### config.mk
export PLATFORM = sky130hd
export DESIGN_NAME = multicycle_ctrl_fsm
export DESIGN_NICKNAME = d
export VERILOG_FILES = /design/src/rtl/rv_ctrl_pkg.sv /design/src/rtl/branch_cond.sv /design/src/rtl/multicycle_ctrl_fsm.sv
export SDC_FILE = /design/constraint.sdc
export NUM_CORES = 1
export LEC_CHECK = 0
export ABC_AREA = 0
export CAP_MARGIN = 5
export CELL_PAD_IN_SITES_DETAIL_PLACEMENT = 2
export CELL_PAD_IN_SITES_GLOBAL_PLACEMENT = 2
export CORE_MARGIN = 1
export CORE_UTILIZATION = 17
export DETAILED_ROUTE_END_ITERATION = 7
export HOLD_SLACK_MARGIN = 0.03
export PLACE_DENSITY_LB_ADDON = 0.1
export SLEW_MARGIN = 0
export SYNTH_ARGS = -nofsm -noshare
export SYNTH_HDL_FRONTEND = slang
export SYNTH_SLANG_ARGS = --single-unit
### constraint.sdc
create_clock -name clk -period 1.7 [get_ports clk]
set_input_delay 0.255 -clock clk [delete_from_list [all_inputs] [get_ports clk]]
set_output_delay 0.255 -clock clk [all_outputs]
set_load 0.005 [all_outputs]
### src/rtl/rv_ctrl_pkg.sv
// Shared control encodings for the multicycle RV32I core: FSM states, opcodes,
// immediate-extender selects and datapath mux codes.
package rv_ctrl_pkg;

  typedef enum logic [3:0] {
    S_FETCH    = 4'd0,
    S_DECODE   = 4'd1,
    S_MEMADR   = 4'd2,
    S_MEMREAD  = 4'd3,
    S_MEMWB    = 4'd4,
    S_MEMWRITE = 4'd5,
    S_EXEC_R   = 4'd6,
    S_EXEC_I   = 4'd7,
    S_ALUWB    = 4'd8,
    S_BRANCH   = 4'd9,
    S_JAL      = 4'd10,
    S_JALR     = 4'd11,
    S_UPPER    = 4'd12
  } state_e;

  localparam logic [6:0] OP_LOAD   = 7'h03;
  localparam logic [6:0] OP_STORE  = 7'h23;
  localparam logic [6:0] OP_R      = 7'h33;
  localparam logic [6:0] OP_I      = 7'h13;
  localparam logic [6:0] OP_BRANCH = 7'h63;
  localparam logic [6:0] OP_JAL    = 7'h6F;
  localparam logic [6:0] OP_JALR   = 7'h67;
  localparam logic [6:0] OP_LUI    = 7'h37;
  localparam logic [6:0] OP_AUIPC  = 7'h17;

  // Immediate extender selects; the extender decodes the same values.
  localparam logic [2:0] IMM_NONE  = 3'b000;
  localparam logic [2:0] IMM_I     = 3'b001;
  localparam logic [2:0] IMM_S     = 3'b010;
  localparam logic [2:0] IMM_B     = 3'b011;
  localparam logic [2:0] IMM_J     = 3'b100;
  localparam logic [2:0] IMM_U     = 3'b110;
  localparam logic [2:0] IMM_SHIFT = 3'b111;

  localparam logic [1:0] ALU_SRC_A_PC    = 2'b00;
  localparam logic [1:0] ALU_SRC_A_OLDPC = 2'b01;
  localparam logic [1:0] ALU_SRC_A_RS1   = 2'b10;

  localparam logic [1:0] ALU_SRC_B_RS2  = 2'b00;
  localparam logic [1:0] ALU_SRC_B_IMM  = 2'b01;
  localparam logic [1:0] ALU_SRC_B_FOUR = 2'b10;

  localparam logic [1:0] ALU_OP_ADD   = 2'b00;
  localparam logic [1:0] ALU_OP_SUB   = 2'b01;
  localparam logic [1:0] ALU_OP_FUNCT = 2'b10;

  localparam logic [1:0] RESULT_ALUOUT = 2'b00;
  localparam logic [1:0] RESULT_MEM    = 2'b01;
  localparam logic [1:0] RESULT_ALU    = 2'b10;

  function automatic logic is_shift_f3(input logic [2:0] funct3);
    return (funct3 == 3'b001) || (funct3 == 3'b101);
  endfunction

endpackage

### src/rtl/branch_cond.sv
// Branch condition evaluation from ALU compare flags; flags reserved funct3 codes.
module branch_cond (
  input  logic [2:0] funct3,
  input  logic       zero,
  input  logic       lt,
  input  logic       ltu,
  output logic       taken,
  output logic       bad
);

  always_comb begin
    taken = 1'b0;
    bad   = 1'b0;
    case (funct3)
      3'b000:  taken = zero;
      3'b001:  taken = ~zero;
      3'b100:  taken = lt;
      3'b101:  taken = ~lt;
      3'b110:  taken = ltu;
      3'b111:  taken = ~ltu;
      default: bad   = 1'b1;
    endcase
  end

endmodule

### src/rtl/multicycle_ctrl_fsm.sv
// Multicycle RV32I control FSM: sequences fetch/decode/execute/writeback over a
// shared ALU and unified memory port, stalling on mem_ready.
module multicycle_ctrl_fsm
  import rv_ctrl_pkg::*;
#(
  parameter logic [3:0] RESET_STATE = 4'd0
) (
  input  logic        clk,
  input  logic        rst_n,
  input  logic [31:0] instr,
  input  logic        alu_zero,
  input  logic        alu_lt,
  input  logic        alu_ltu,
  input  logic        mem_ready,
  output logic        mem_req,
  output logic        mem_write,
  output logic        adr_src,
  output logic        ir_write,
  output logic        pc_write,
  output logic        reg_write,
  output logic [2:0]  imm_src,
  output logic [1:0]  alu_src_a,
  output logic [1:0]  alu_src_b,
  output logic [1:0]  alu_op,
  output logic [1:0]  result_src,
  output logic        illegal_instr
);

  state_e     state_q, state_d;
  logic [6:0] opcode;
  logic [2:0] funct3;
  logic       br_taken, br_bad;
  logic       unused_instr;

  assign opcode       = instr[6:0];
  assign funct3       = instr[14:12];
  assign unused_instr = ^{instr[31:15], instr[11:7]};

  branch_cond u_branch_cond (
    .funct3 (funct3),
    .zero   (alu_zero),
    .lt     (alu_lt),
    .ltu    (alu_ltu),
    .taken  (br_taken),
    .bad    (br_bad)
  );

  always_ff @(posedge clk or negedge rst_n) begin
    if (!rst_n) state_q <= state_e'(RESET_STATE);
    else        state_q <= state_d;
  end

  always_comb begin
    state_d       = state_q;
    mem_req       = 1'b0;
    mem_write     = 1'b0;
    adr_src       = 1'b0;
    ir_write      = 1'b0;
    pc_write      = 1'b0;
    reg_write     = 1'b0;
    imm_src       = IMM_NONE;
    alu_src_a     = ALU_SRC_A_PC;
    alu_src_b     = ALU_SRC_B_RS2;
    alu_op        = ALU_OP_ADD;
    result_src    = RESULT_ALUOUT;
    illegal_instr = 1'b0;

    case (state_q)
      S_FETCH: begin
        mem_req    = 1'b1;
        alu_src_b  = ALU_SRC_B_FOUR;
        result_src = RESULT_ALU;
        if (mem_ready) begin
          ir_write = 1'b1;
          pc_write = 1'b1;
          state_d  = S_DECODE;
        end
      end
      S_DECODE: begin
        // ALUOut gets oldPC+imm: branch target, or jump target for JAL
        alu_src_a = ALU_SRC_A_OLDPC;
        alu_src_b = ALU_SRC_B_IMM;
        imm_src   = (opcode == OP_JAL) ? IMM_J : IMM_B;
        case (opcode)
          OP_LOAD, OP_STORE: state_d = S_MEMADR;
          OP_R:              state_d = S_EXEC_R;
          OP_I:              state_d = S_EXEC_I;
          OP_BRANCH:         state_d = S_BRANCH;
          OP_JAL:            state_d = S_JAL;
          OP_JALR:           state_d = S_JALR;
          OP_LUI, OP_AUIPC:  state_d = S_UPPER;
          default: begin
            state_d       = S_FETCH;
            illegal_instr = 1'b1;
          end
        endcase
      end
      S_MEMADR: begin
        alu_src_a = ALU_SRC_A_RS1;
        alu_src_b = ALU_SRC_B_IMM;
        imm_src   = (opcode == OP_LOAD) ? IMM_I : IMM_S;
        state_d   = (opcode == OP_LOAD) ? S_MEMREAD : S_MEMWRITE;
      end
      S_MEMREAD: begin
        mem_req = 1'b1;
        adr_src = 1'b1;
        if (mem_ready) state_d = S_MEMWB;
      end
      S_MEMWB: begin
        result_src = RESULT_MEM;
        reg_write  = 1'b1;
        state_d    = S_FETCH;
      end
      S_MEMWRITE: begin
        mem_req   = 1'b1;
        mem_write = 1'b1;
        adr_src   = 1'b1;
        if (mem_ready) state_d = S_FETCH;
      end
      S_EXEC_R: begin
        alu_src_a = ALU_SRC_A_RS1;
        alu_op    = ALU_OP_FUNCT;
        state_d   = S_ALUWB;
      end
      S_EXEC_I: begin
        alu_src_a = ALU_SRC_A_RS1;
        alu_src_b = ALU_SRC_B_IMM;
        alu_op    = ALU_OP_FUNCT;
        imm_src   = is_shift_f3(funct3) ? IMM_SHIFT : IMM_I;
        state_d   = S_ALUWB;
      end
      S_ALUWB: begin
        reg_write = 1'b1;
        state_d   = S_FETCH;
      end
      S_BRANCH: begin
        alu_src_a     = ALU_SRC_A_RS1;
        alu_op        = ALU_OP_SUB;
        pc_write      = br_taken;
        illegal_instr = br_bad;
        state_d       = S_FETCH;
      end
      S_JAL: begin
        // Link oldPC+4 lands in ALUOut while PC takes the DECODE-computed target
        alu_src_a = ALU_SRC_A_OLDPC;
        alu_src_b = ALU_SRC_B_FOUR;
        imm_src   = IMM_J;
        pc_write  = 1'b1;
        state_d   = S_ALUWB;
      end
      S_JALR: begin
        alu_src_a  = ALU_SRC_A_RS1;
        alu_src_b  = ALU_SRC_B_IMM;
        imm_src    = IMM_I;
        result_src = RESULT_ALU;
        pc_write   = 1'b1;
        state_d    = S_ALUWB;
      end
      S_UPPER: begin
        // LUI relies on the decoder forcing rs1 to x0
        alu_src_a = (opcode == OP_AUIPC) ? ALU_SRC_A_OLDPC : ALU_SRC_A_RS1;
        alu_src_b = ALU_SRC_B_IMM;
        imm_src   = IMM_U;
        state_d   = S_ALUWB;
      end
      default: state_d = S_FETCH;
    endcase
  end

endmodule

Word-level counts from Yosys, hierarchy flattened

Cells that the tools add are included.

Register bits after elaboration: 4
Output and inout port bits: 18

Equality and inequality tests: 29
Multiplexer cells: 26
Bitwise gates (word level): 3
Reduce and logical (&&, ||, !) cells: 19

Operators with widths:

| kind                                                                   | number |
|---|---|
| 4-bit case mux with 7 select lines                                     | 1 |
| 4-bit case mux with 6 select lines                                     | 1 |
| 7-bit by 6-bit equality test with 1-bit output (second input constant) | 3 |
| 7-bit equality test (second input constant)                            | 3 |
| 4-bit equality test (second input constant)                            | 5 |
| 3-bit case mux with 6 select lines                                     | 1 |
| 2-bit OR reduction                                                     | 9 |
| 4-bit by 3-bit equality test with 1-bit output (second input constant) | 4 |
| 5-bit OR reduction                                                     | 3 |
| 7-bit by 5-bit equality test with 1-bit output (second input constant) | 2 |
| 3-bit equality test (second input constant)                            | 4 |
| 4-bit two-way mux                                                      | 3 |
| 2-bit case mux with 2 select lines                                     | 3 |
| 3-bit two-way mux                                                      | 3 |
| 9-bit OR reduction                                                     | 1 |
| 4-bit by 2-bit equality test with 1-bit output (second input constant) | 2 |
| 1-bit two-way mux                                                      | 8 |
| 7-bit by 2-bit equality test with 1-bit output (second input constant) | 1 |
| 2-bit inequality test (second input constant)                          | 3 |
| 1-bit case mux with 6 select lines                                     | 1 |
| 2-bit case mux with 3 select lines                                     | 1 |
| 6-bit OR reduction                                                     | 1 |
| 4-bit by 1-bit equality test with 1-bit output (second input constant) | 1 |
| 4-bit zero test                                                        | 1 |
| other kinds (9)                                                        | 12 |

Logic depth before layout (Yosys ltp)

Word-level depth: 4
Gate-level depth with buffers: 5

By module

From an unflattened synthesis, not the netlist that was laid out.

Cells, all modules: 118
Area total of the unflattened synthesis: 749.5 um^2

By module, submodules not included:

| module              | instances | cells each | area an instance (um^2) | seq. area each (um^2) |
|---|---|---|---|---|
| multicycle_ctrl_fsm | 1         | 112        | 703.2                   | 100.1 |
| branch_cond         | 1         | 6          | 46.3                    | 0.0 |

Worst setup path after synthesis

Ideal clock, no wire load.

Kind: register to output
Start: reg state_q[1]
End: out illegal_instr
Arrival time: 1.311 ns
Required time: 1.445 ns
Setup slack: 0.134 ns
Stages on the path, launching flop included: 4
Cells stage by stage: dfrtp_1 -> or4b_4 -> a31o_4 -> o21ai_2

Word-level cells in the longest chain between the ends: 2

RTL lines:

| what                                                                                  | RTL line                  | source |
|---|---|---|
| from (decl)                                                                           | multicycle_ctrl_fsm.sv:29 | `state_e state_q, state_d;` |
| from (signal assigned)                                                                | multicycle_ctrl_fsm.sv:49 | `if (!rst_n) state_q <= state_e'(RESET_STATE);` |
| from (signal assigned)                                                                | multicycle_ctrl_fsm.sv:50 | `else state_q <= state_d;` |
| 4-bit equality test or 4-bit by 1-bit equality test with 1-bit output (tied branches) | multicycle_ctrl_fsm.sv:68 | `case (state_q)` |
| 1-bit case mux with 2 select lines *                                                  | multicycle_ctrl_fsm.sv:68 |  |
| to (decl)                                                                             | multicycle_ctrl_fsm.sv:26 | `output logic illegal_instr` |

Every way passes the cells marked *; elsewhere a longest branch is shown, timed or not.

Worst setup path after layout

Start: reg state_q[2]
End: out imm_src[1]

Word-level cells in the longest chain between the ends: 2

RTL lines:

| what                                        | RTL line                  | source |
|---|---|---|
| 4-bit equality test (tied with other cells) | multicycle_ctrl_fsm.sv:68 |  |
| 3-bit case mux with 6 select lines *        | multicycle_ctrl_fsm.sv:68 |  |
| to (decl)                                   | multicycle_ctrl_fsm.sv:21 | `output logic [2:0] imm_src,` |

Marked as above.

==> impl_metrics.csv <==
group,metric,value,unit
outcome,outcome,"complete, but fails checks",
outcome,violations,"negative setup slack",
clock_tree,cts_sinks,4,
synth,yosysTopAreaCell,"dfrtp_1",
sta,fmax,0.521,GHz
sta,setup_viol,12,
cells_and_area,top_register,"state_q",
sta,finalMaxSlewViolations,0,
sta,grt_setup_unrepaired,"yes",
cells_and_area,final_net_count,240,
floorplan,core,4440,um2
detailed_routing,antenna_left,0,
placed_design,dp_slack,-606,ps
sta,max_slew_margin,73.9,%
cells_and_area,area_growth,122,%
synth,synth.area.top_cells,"dfrtp_1 (12%), nor2b_1 (4.7%), buf_2 (4.3%)",
synth,synth.top_cell.area_share,12.4,%
cells_and_area,layout_commonest_cell,"buf_4",
cells_and_area,final_cell_mix,"buf_4 (46), buf_6 (16), dlygate4sd2_1 (12)",
setup_path,crit_path_start_kind,"flip-flop",
clock_tree,cts_made_buffers,3,
floorplan,dieWidth,70.8,um
min_path,hp-class,"in -> async",
cells_and_area,final_area,1790,um2
cells_and_area,largest_reg_flops,4,
floorplan,start_util,18.1,%
synth,syn_area,806,um2
setup_path,regToRegSetupSlack,140,ps
placed_design,port_buffers,33,
clock_tree,clockBufferDepth,2,
setup_path,critPathKind,"reg -> out",
synth,synth_cell_types,48,
clock_tree,cts-root-buf,"clkbuf_8",
setup_path,regToRegStartpoint,"state_q[0]",
clock_tree,h-tree-depth,1,
setup_path,cp_max_fo,3,
grt,grt-ovfl-total,0,
detailed_routing,first_pass_iters,6,
sta,period_share,113,%
grt,grt_max_degree,16,
synth,yosys_most_used_dff,"dfrtp_1",
synth,ys_async_sr_fraction,100,%
run,maxCapViolCount,0,
clock_tree,cts_tree,"built",
setup_path,timing.rr.end,"state_q[0]",
floorplan,rows,24,
detailed_routing,remaining_drc_errors,0,
floorplan,ios,56,
grt,grt_pass1_vias,1398,
clock_tree,hold_buffers,0,
setup_path,crit_arrival,1660,ps
power_and_ir_drop,p_per_area,498,nW/um2
synth,synth_fp_nets,149,
sta,min_period,1920,ps
setup_path,critPathCaptureType,"primary output",
sta,setup_slack,-219,ps
detailed_routing,routed_wl,4390,um
synth,syn_inst,111,
setup_path,cp.required,1440,ps
synth,synth-edff-count,0,
cells_and_area,antennaDiodeCount,0,
placed_design,gp_congestion,0.776,
placed_design,dpl.hpwl,3100,um
power_and_ir_drop,leakagePower,0.836,nW
grt,grt_use_total,18.2,%
clock_tree,clock_latency,220,ps
synth,ys_ff_latch,4,
sta,finalSetupTns,-1460,ps
placed_design,placed_cell_area,1500,um2
sta,fin_skew,3.51,ps
clock_tree,clkSlewWorstSetupHoldPaths,30,ps
sta,hold_viol_final,0,
detailed_routing,drtIter0Drc,58,
power_and_ir_drop,peakVddDrop,0.000174,V
grt,grt_antenna_before_repair,0,
floorplan,die_h,70.8,um
synth,avgSynthCellArea,7.26,um2
cells_and_area,drive_gt1_share,56.0,%
detailed_routing,via_count,1254,
synth,yosysSeqAreaShare,12.4,%
grt,grt_pass1_wl,7170,um
detailed_routing,post_drt_via_cell_ratio,4.98,
detailed_routing,routedWlPerCell,17.4,um
setup_path,worstRegToRegCells,8,
floorplan,design.die.area,5020,um2
synth,yosys_warnings,0,
cells_and_area,reg_top3,"state_q (4)",
sta,max_slew.worst_pin.slew,387,ps
how the worst max path moves through the flow:
stage / from / to / depth (start not counted)
floorplan: state_q[1] / illegal_instr / 3
global placement: instr[4] / imm_src[1] / 5
detailed placement: instr[6] / imm_src[1] / 5
CTS: state_q[2] / imm_src[1] / 4
global route: state_q[3] / imm_src[2] / 6
finish: state_q[2] / imm_src[1] / 4
report_power, final:
part | total, W | leakage [nW] | internal, W | switching [W]
clock network | 0.000199 | 0.0216 | 0.000151 | 0.0000480
registers | 0.000110 | 0.0541 | 0.000102 | 0.00000798
logic | 0.000582 | 0.760 | 0.000331 | 0.000251
total | 0.000892 | 0.836 | 0.000584 | 0.000307
Yosys cell counts (2+ instances only):
cell type / number
nand2_1: 9
buf_2: 7
nor2_1: 7
nor2b_1: 6
nor3_1: 6
clkbuf_1: 4
dfrtp_1: 4
and3b_1: 3
inv_1: 3
nand3_1: 3
nand3b_1: 3
nand4_1: 3
nor4bb_1: 3
o211ai_1: 3
xnor2_1: 3
a21oi_1: 2
a22oi_1: 2
a311oi_1: 2
and2_1: 2
mux2i_1: 2
nand2b_1: 2
nand4b_1: 2
nor3b_1: 2
o311ai_1: 2
or3_1: 2
xor2_1: 2
kinds of logic after synthesis:
logic type,count (synthesis),share of synthesized area [%]
AOI/OAI and AO/OA,26,26.6
xor gates and xnor gates,5,5.44
buffers and inverters,15,8.07
DFF,4,12.4
muxes,2,2.48
and+or+nand+nor,59,45.0
area by class of cell:
class,count,area [um2]
fill,519,2650
timing repair buffer,97,798
multi-input combinational,92,767
sequential,4,100
tap,52,65.1
clock buffer,3,41.3
inverter,4,18.8
repair_timing:
action | 4_1_cts | 5_1_grt
gates resized for setup | 99 | 34
pin swaps | 16 | 9
setup buffers | 14 | 3
setup endpoints to repair | 18 | 18
cloned | 1 | 0
per-stage QoR:
step                power [W]  utilization (%)  hold slack, ps  std cells
global route         0.000943             40.3             260        252
CTS                  0.000844             38.6             242        250
detailed placement   0.000609             33.8             470        232
finish               0.000892             40.3             240        252
global placement     0.000593             33.8             460        232
floorplan            0.000293                -           -40.6        111
routing by layer:
metal  share of wire (%)  vias up  global-route usage, %
met5                   0        -                      0
li1                    -      607                      -
met1                  42      617                   20.0
met3                 1.9        4                  0.855
met4                0.68        0                   3.33
met2                  55       26                   37.9
worst max-delay path, cell delays in order (launching register included):
cell	delay [ps]
dfrtp_1	390
or4b_4	560
a31o_4	250
o211ai_1	100
buf_2	150
No activity file was read; power rests on OpenSTA's default activity.
